[src/rtl/mult_sched.sv]
// mult_sched: round-robin arbiter and add/shift sequencer for the shared
// signed shift-add multiplier datapath. Two clients request, one is granted,
// its operands are latched and the datapath strobes are driven over the
// schedule LOAD, (ADD, SHIFT) x (WIDTH-1), SUB, SHIFT_LAST, CAPTURE.
// Optional feature macro: MULT_SCHED_SKIP_EN. When it is defined, ADD and SUB
// states are skipped for zero multiplier bits, so latency varies.
module mult_sched #(
  parameter int WIDTH = 8
) (
  input  logic                 Clk,
  input  logic                 Reset,
  input  logic                 req0,
  input  logic                 req1,
  input  logic [WIDTH-1:0]     a0,
  input  logic [WIDTH-1:0]     b0,
  input  logic [WIDTH-1:0]     a1,
  input  logic [WIDTH-1:0]     b1,
  output logic                 gnt0,
  output logic                 gnt1,
  output logic                 done0,
  output logic                 done1,
  output logic [2*WIDTH-1:0]   res0,
  output logic [2*WIDTH-1:0]   res1,
  output logic [WIDTH-1:0]     dp_opnd,
  output logic [WIDTH-1:0]     dp_mplr,
  output logic                 dp_clr_ld,
  output logic                 dp_add,
  output logic                 dp_sub,
  output logic                 dp_shift,
  input  logic                 dp_m,
  input  logic [2*WIDTH-1:0]   dp_product
);

  localparam int CNT_W = (WIDTH > 2) ? $clog2(WIDTH) : 1;

  typedef enum logic [2:0] {
    IDLE,
    LOAD,
    ADD,
    SHIFT,
    SUB,
    SHIFT_LAST,
    CAPTURE
  } state_t;

  state_t           state;
  state_t           state_nxt;
  logic [CNT_W-1:0] cnt;
  logic [CNT_W-1:0] cnt_inc;
  logic             last_shift;
  logic             owner;
  logic             last;

  assign cnt_inc    = cnt + CNT_W'(1);
  assign last_shift = (cnt == CNT_W'(WIDTH - 2));

`ifdef MULT_SCHED_SKIP_EN
  // dp_m shows the bit being shifted out during SHIFT, one position behind the
  // bit that decides the next state, so the decision reads the latched
  // multiplier copy instead.
  logic next_bit;
  assign next_bit = dp_mplr[cnt_inc];
`endif

  // Round-robin grant; only offered while idle. Ties go to the port that did
  // not win last time.
  always_comb begin
    gnt0 = 1'b0;
    gnt1 = 1'b0;
    if (state == IDLE) begin
      if (req0 && (!req1 || last)) begin
        gnt0 = 1'b1;
      end else if (req1) begin
        gnt1 = 1'b1;
      end
    end
  end

  // Next-state selection and datapath strobes; at most one strobe per state.
  always_comb begin
    state_nxt = state;
    dp_clr_ld = 1'b0;
    dp_add    = 1'b0;
    dp_sub    = 1'b0;
    dp_shift  = 1'b0;
    case (state)
      IDLE: begin
        if (gnt0 || gnt1) state_nxt = LOAD;
      end
      LOAD: begin
        dp_clr_ld = 1'b1;
`ifdef MULT_SCHED_SKIP_EN
        state_nxt = dp_mplr[0] ? ADD : SHIFT;
`else
        state_nxt = ADD;
`endif
      end
      ADD: begin
        dp_add    = dp_m;
        state_nxt = SHIFT;
      end
      SHIFT: begin
        dp_shift = 1'b1;
`ifdef MULT_SCHED_SKIP_EN
        if (last_shift) state_nxt = next_bit ? SUB : SHIFT_LAST;
        else            state_nxt = next_bit ? ADD : SHIFT;
`else
        if (last_shift) state_nxt = SUB;
        else            state_nxt = ADD;
`endif
      end
      SUB: begin
        // Sign-bit correction: the MSB of a two's complement multiplier has
        // negative weight, so it subtracts the multiplicand.
        dp_sub    = dp_m;
        state_nxt = SHIFT_LAST;
      end
      SHIFT_LAST: begin
        dp_shift  = 1'b1;
        state_nxt = CAPTURE;
      end
      CAPTURE: begin
        state_nxt = IDLE;
      end
      default: begin
        state_nxt = IDLE;
      end
    endcase
  end

  // State register.
  always_ff @(posedge Clk) begin
    if (Reset) state <= IDLE;
    else       state <= state_nxt;
  end

  // Bit counter, arbitration history and operand latch taken on the grant edge.
  always_ff @(posedge Clk) begin
    if (Reset) begin
      cnt     <= '0;
      owner   <= 1'b0;
      last    <= 1'b1;
      dp_opnd <= '0;
      dp_mplr <= '0;
    end else begin
      if (state == LOAD)       cnt <= '0;
      else if (state == SHIFT) cnt <= cnt_inc;
      if (gnt0 || gnt1) begin
        owner   <= gnt1;
        last    <= gnt1;
        dp_opnd <= gnt1 ? a1 : a0;
        dp_mplr <= gnt1 ? b1 : b0;
      end
    end
  end

  // Product capture and one-cycle done pulse to the owning port.
  always_ff @(posedge Clk) begin
    if (Reset) begin
      done0 <= 1'b0;
      done1 <= 1'b0;
      res0  <= '0;
      res1  <= '0;
    end else begin
      done0 <= 1'b0;
      done1 <= 1'b0;
      if (state == CAPTURE) begin
        if (owner) begin
          res1  <= dp_product;
          done1 <= 1'b1;
        end else begin
          res0  <= dp_product;
          done0 <= 1'b1;
        end
      end
    end
  end

endmodule

[config.mk]
export PLATFORM = sky130hd
export DESIGN_NAME = mult_sched
export DESIGN_NICKNAME = d
export VERILOG_FILES = /design/src/rtl/mult_sched.sv
export SDC_FILE = /design/constraint.sdc
export NUM_CORES = 1
export LEC_CHECK = 0
export ABC_AREA = 0
export CAP_MARGIN = 40
export CORE_MARGIN = 2
export CORE_UTILIZATION = 45
export DETAILED_ROUTE_END_ITERATION = 8
export HOLD_SLACK_MARGIN = 0.03
export PLACE_DENSITY = 0.84
export SETUP_SLACK_MARGIN = 0.3
export SLEW_MARGIN = 10
export SYNTH_ARGS = -nofsm -noshare
export SYNTH_HDL_FRONTEND = slang
export SYNTH_SLANG_ARGS = --single-unit
[constraint.sdc]
create_clock -name Clk -period 2.9 [get_ports Clk]
set_input_delay 0.58 -clock Clk [delete_from_list [all_inputs] [get_ports Clk]]
set_output_delay 0.58 -clock Clk [all_outputs]
set_load 0.05 [all_outputs]
-- After elaboration in Yosys (flattened, before gate mapping)
Index checks and enable logic that the tools add are counted.
Widths: inputs -> output; s select.
- bits in registers: 58
- word-level logic and storage cells: 47
- add/sub/neg operators: 1
- equality and inequality tests: 8
- mux-type cells: 16
- bitwise operators: 2
- reduce and logical (&&, ||, !) cells: 10
- operators with widths (cell ; number):
    $pmux 3 s6 ; 1
    $mux 8 ; 2
    $eq 3x3->1 const B ; 4
    $mux 1 ; 11
    $eq 3x2->1 const B ; 2
    $mux 3 ; 2
    $reduce_or 2->1 ; 3
    $reduce_and 2->1 ; 2
    $add 3x1->3 const B ; 1
    $eq 3x1->1 const B ; 1
    $logic_not 3->1 ; 1
    $logic_or 1x1->1 ; 2
    $ne 2x1->1 const B ; 1
    $not 1->1 ; 2
    $logic_and 1x1->1 ; 1
    $logic_not 1->1 ; 1

-- Longest topological paths before layout
- depth in word-level cells: 8
- depth in mapped cells: 6
- mapped depth without buffers: 5

-- Worst setup path before layout
Ideal clock, no wire load.
- path type: reg-to-output
- from: reg state[1]
- to: out dp_sub
- arrival time: 2208 ps
- required time: 2320 ps
- slack: 112 ps
- cell stages (with the launch flop): 4
- path through: dfxtp_1 buf_6 clkbuf_1 nor4bb_1
- cells in the longest elaborated chain, start to end: 2
- ends and longest elaborated chain (what ; line ; text):
    start: declaration ; 46 ; state_t state;
    start signal: assignment ; 134 ; else state <= state_nxt;
    $eq 3x3->1 ; 86 ; case (state)
    $mux 1 ; 86 ;
    end: declaration ; 28 ; output logic dp_sub,
No other way between the ends.

-- Worst setup path in the final report
- from: in req0
- to: out gnt0
- cells in the longest elaborated chain, start to end: 3
- ends and longest elaborated chain (what ; line ; text):
    start: declaration ; 12 ; input logic req0,
    $logic_and 1x1->1 ; 71 ; if (req0 && (!req1 || last)) begin
    $mux 1 ; 71 ;
    $mux 1 ; 70 ; if (state == IDLE) begin
    end: declaration ; 18 ; output logic gnt0,
No other way between the ends.

==> impl_metrics.json <==
{
  "outcome": "completed",
  "period_minus_slack_ns": 2.531,
  "drv.max_cap_violation_count": 0,
  "cts.htree.levels": 3,
  "ys_ff_latch": 58,
  "final-hold-violation-count": 0,
  "initial_utilization_pct": 46.48,
  "syn_area_per_cell_sq_um": 8.594,
  "clockBufferDepth": 2,
  "leakage_nw": 1.341,
  "powerDensity_nw_per_um2": 568.4,
  "diodes": 0,
  "cp_slowest_cell": "clkdlybuf4s50_1",
  "min_to": "res1[1]$_SDFFE_PP0P_",
  "post_cts_buffers": 0,
  "reg2reg_to": "res0[15]$_SDFFE_PP0P_",
  "viasPerCell": 5.455,
  "grt_pass1_wl_mm": 10.87,
  "peakVddDrop_mv": 0.3007,
  "vias": 2580,
  "critPathMaxFanout": 4,
  "path_clk_slew_ns": 0.06,
  "timing.fmax_mhz": 395.1,
  "yosys_warnings": 0,
  "synthCells": 296,
  "drt-initial-drc-count": 82,
  "crit_buf_inv": 2,
  "postRouteAntennaNets": 0,
  "routed-wl-met2_mm": 3.385,
  "io_pins": 109,
  "yosys.area.top_type": "dfxtp_1",
  "layout-drive-gt1-share_pct": 11.97,
  "critPathRequiredTime_ns": 2.32,
  "portBuffers": 108,
  "reg2reg_depth": 4,
  "seqCellArea_sq_um": 1161,
  "nNetsFinal": 451,
  "path_class": "input port to output port",
  "drt-met1-wl_mm": 2.879,
  "clkLatencyLatePin_ns": 0.33,
  "r2r_setup_slack_ns": 1.03,
  "yosysSeqAreaShare_pct": 45.65,
  "setup_viol": 0,
  "cts-root-buf": "clkbuf_8",
  "multi_input_area_sq_um": 1200,
  "cp-end-kind": "output port",
  "avgRoutedWirePerCell_um": 14.60,
  "gp_congestion": 0.7704,
  "drc": 0,
  "crit_chain": "clkdlybuf4s50_1, or4b_4, a21oi_2, buf_12",
  "grt_overflow": 0,
  "max_stage_delay_ns": 0.53,
  "grt_pass1_vias": 2419,
  "dp_hpwl_mm": 4.824,
  "fillCellCount": 445,
  "grt_max_degree": 36,
  "critPathLaunchType": "input port",
  "cpLargestDelayFamily": "buffers and inverters",
  "syn_to_final_growth_pct": 49.63,
  "die-area_sq_um": 6270,
  "fin_skew_ns": 0.007403,
  "met3_length_um": 578,
  "grtUsageTotal_pct": 22.08,
  "hold_class": "register to register",
  "core_area_sq_um": 5473,
  "synth_nets": 351,
  "hold_ws_ns": 0.4531,
  "hold-path-cell-count": 2,
  "syn_area_sq_um": 2544,
  "num_rows": 27,
  "antenna_found_initial": 0,
  "wl_mm": 6.907,
  "rsz0062_at_grt": "no",
  "crit_arrival_ns": 1.95,
  "yosysTopAreaCellShare_pct": 45.65,
  "synthTopCellsByArea": "dfxtp_1 46%, a21oi_1 10%, nand2_1 10%",
  "cts_tree": "yes",
  "reg2reg_from": "state[1]$_SDFFE_PP0P_",
  "drt-pass1-iter-count": 4,
  "worst_pin_slew_ns": 0.8051,
  "maxSlewViolCount": 0,
  "die_h_um": 79.19,
  "die-width_um": 79.19,
  "worstHoldStart": "res1[1]$_SDFFE_PP0P_",
  "routed.top_layer": "met4",
  "yosysUniqueCellTypes": 41,
  "slew_headroom_pct": 46.02,
  "cts.sinks": 58,
  "fin_crit_sh_pct": 87.28,
  "tns_ns": 0,
  "cts_hold_buf": 0,
  "path_depth": 4,
  "numCtsBuffers": 9
}
through the flow:
stage	cells	instance area, sq um	utilization, %	total power, mW	setup WS (ns)
2_1_floorplan	296	2550	-	1.330	0.3639
3_3_place_gp	456	3606	65.89	1.515	0.3129
3_5_place_dp	457	3626	66.26	1.529	0.3207
4_1_cts	473	3797	69.39	2.173	0.3059
5_1_grt	473	3806	69.55	2.257	0.3109
6_report	473	3806	69.55	2.163	0.3688
state kept, by name (all words and copies together) (netlist names), 3 cells and up:
register  flops
cnt           3
dp_mplr       8
dp_opnd       8
res0         16
res1         16
state         3
cells in the mapped netlist (all sizes together):
cell type / count
nand2: 69
dfxtp: 58
a21oi: 53
buf: 17
nand3: 17
o21ai: 17
a311oi: 16
clkbuf: 11
nor2: 6
nand2b: 3
a21boi: 2
a31oi: 2
ha: 2
inv: 2
nand4b: 2
nor2b: 2
nor3: 2
a2111oi: 1
a211oi: 1
a21bo: 1
a22oi: 1
and2: 1
and4b: 1
and4bb: 1
mux2i: 1
nand3b: 1
nand4: 1
nand4bb: 1
nor4bb: 1
or2: 1
or3: 1
or4b: 1
layer usage:
layer,GRT usage [%],vias up
li1,-,1244
met3,7.955,7
met5,0,-
met2,37.54,107
met4,8.103,0
met1,25.43,1222
logic make-up after synthesis:
| kind of cell | count (synthesis) | synth area share [%] |
|---|---|---|
| adder cells (fa/ha/maj) | 2 | 0.9836 |
| AO/OA/AOI/OAI | 94 | 24.35 |
| flip-flops | 58 | 45.65 |
| buffers and inverters | 30 | 7.574 |
| AND/OR/NAND/NOR | 111 | 21.05 |
| multiplexers | 1 | 0.3935 |
power breakdown:
group / internal, mW / switching (mW)
Clock: 0.328 / 0.318
Sequential: 0.845 / 0.0399
Combinational: 0.253 / 0.378
Total: 1.43 / 0.736
cell usage in the layout, fill, tap and decap left out, drive strengths merged:
master | Yosys | routed
a2111oi | 1 | 1
a211oi | 1 | 1
a21bo | 1 | 1
a21boi | 2 | 2
a21oi | 53 | 53
a22oi | 1 | 1
a311oi | 16 | 16
a31oi | 2 | 2
and2 | 1 | 1
and4b | 1 | 1
and4bb | 1 | 1
buf | 17 | 14
clkbuf | 11 | 11
clkdlybuf4s50 | 0 | 101
clkinv | 0 | 3
clkinvlp | 0 | 2
dfxtp | 58 | 58
dlymetal6s2s | 0 | 2
ha | 2 | 2
inv | 2 | 2
mux2i | 1 | 1
nand2 | 69 | 69
nand2b | 3 | 3
nand3 | 17 | 17
nand3b | 1 | 1
nand4 | 1 | 1
nand4b | 2 | 2
nand4bb | 1 | 1
nor2 | 6 | 6
nor2b | 2 | 2
nor3 | 2 | 2
nor4bb | 1 | 1
o21ai | 17 | 17
or2 | 1 | 1
or3 | 1 | 1
or4b | 1 | 1
what timing repair did:
| item | 4_1_cts | 5_1_grt |
|---|---|---|
| endpoints found under the hold margin | 0 | 0 |
| resized for setup | 0 | 3 |
| setup endpoints to repair | 0 | 3 |
layout make-up:
type                       count  share of cell area, %
sequential                    58                  30.51
clock buffer                  11                  3.715
tap                           72                  2.367
timing repair buffer         117                  30.90
clock inverter                 5                 0.7890
inverter                       2                 0.1972
multi-input combinational    208                  31.53
worst min-delay path, delay by kind of cell, from the launching register on:
| family | cells | cell delay (ns) |
|---|---|---|
| AO/OA/AOI/OAI | 1 | 0.05 |
| flip-flops | 1 | 0.31 |
| AND/OR/NAND/NOR | 1 | 0.05 |
worst max path at each step:
stage,from,to,slack [ns]
detailed placement,req0,gnt0,0.32
global route,state[2]$_SDFFE_PP0P_,gnt1,0.31
finish,req0,gnt0,0.37
floorplan,state[1]$_SDFFE_PP0P_,dp_shift,0.36
global placement,req0,gnt0,0.31
CTS,state[0]$_SDFFE_PP0P_,dp_clr_ld,0.31
Power figures use the tool's default switching activity.
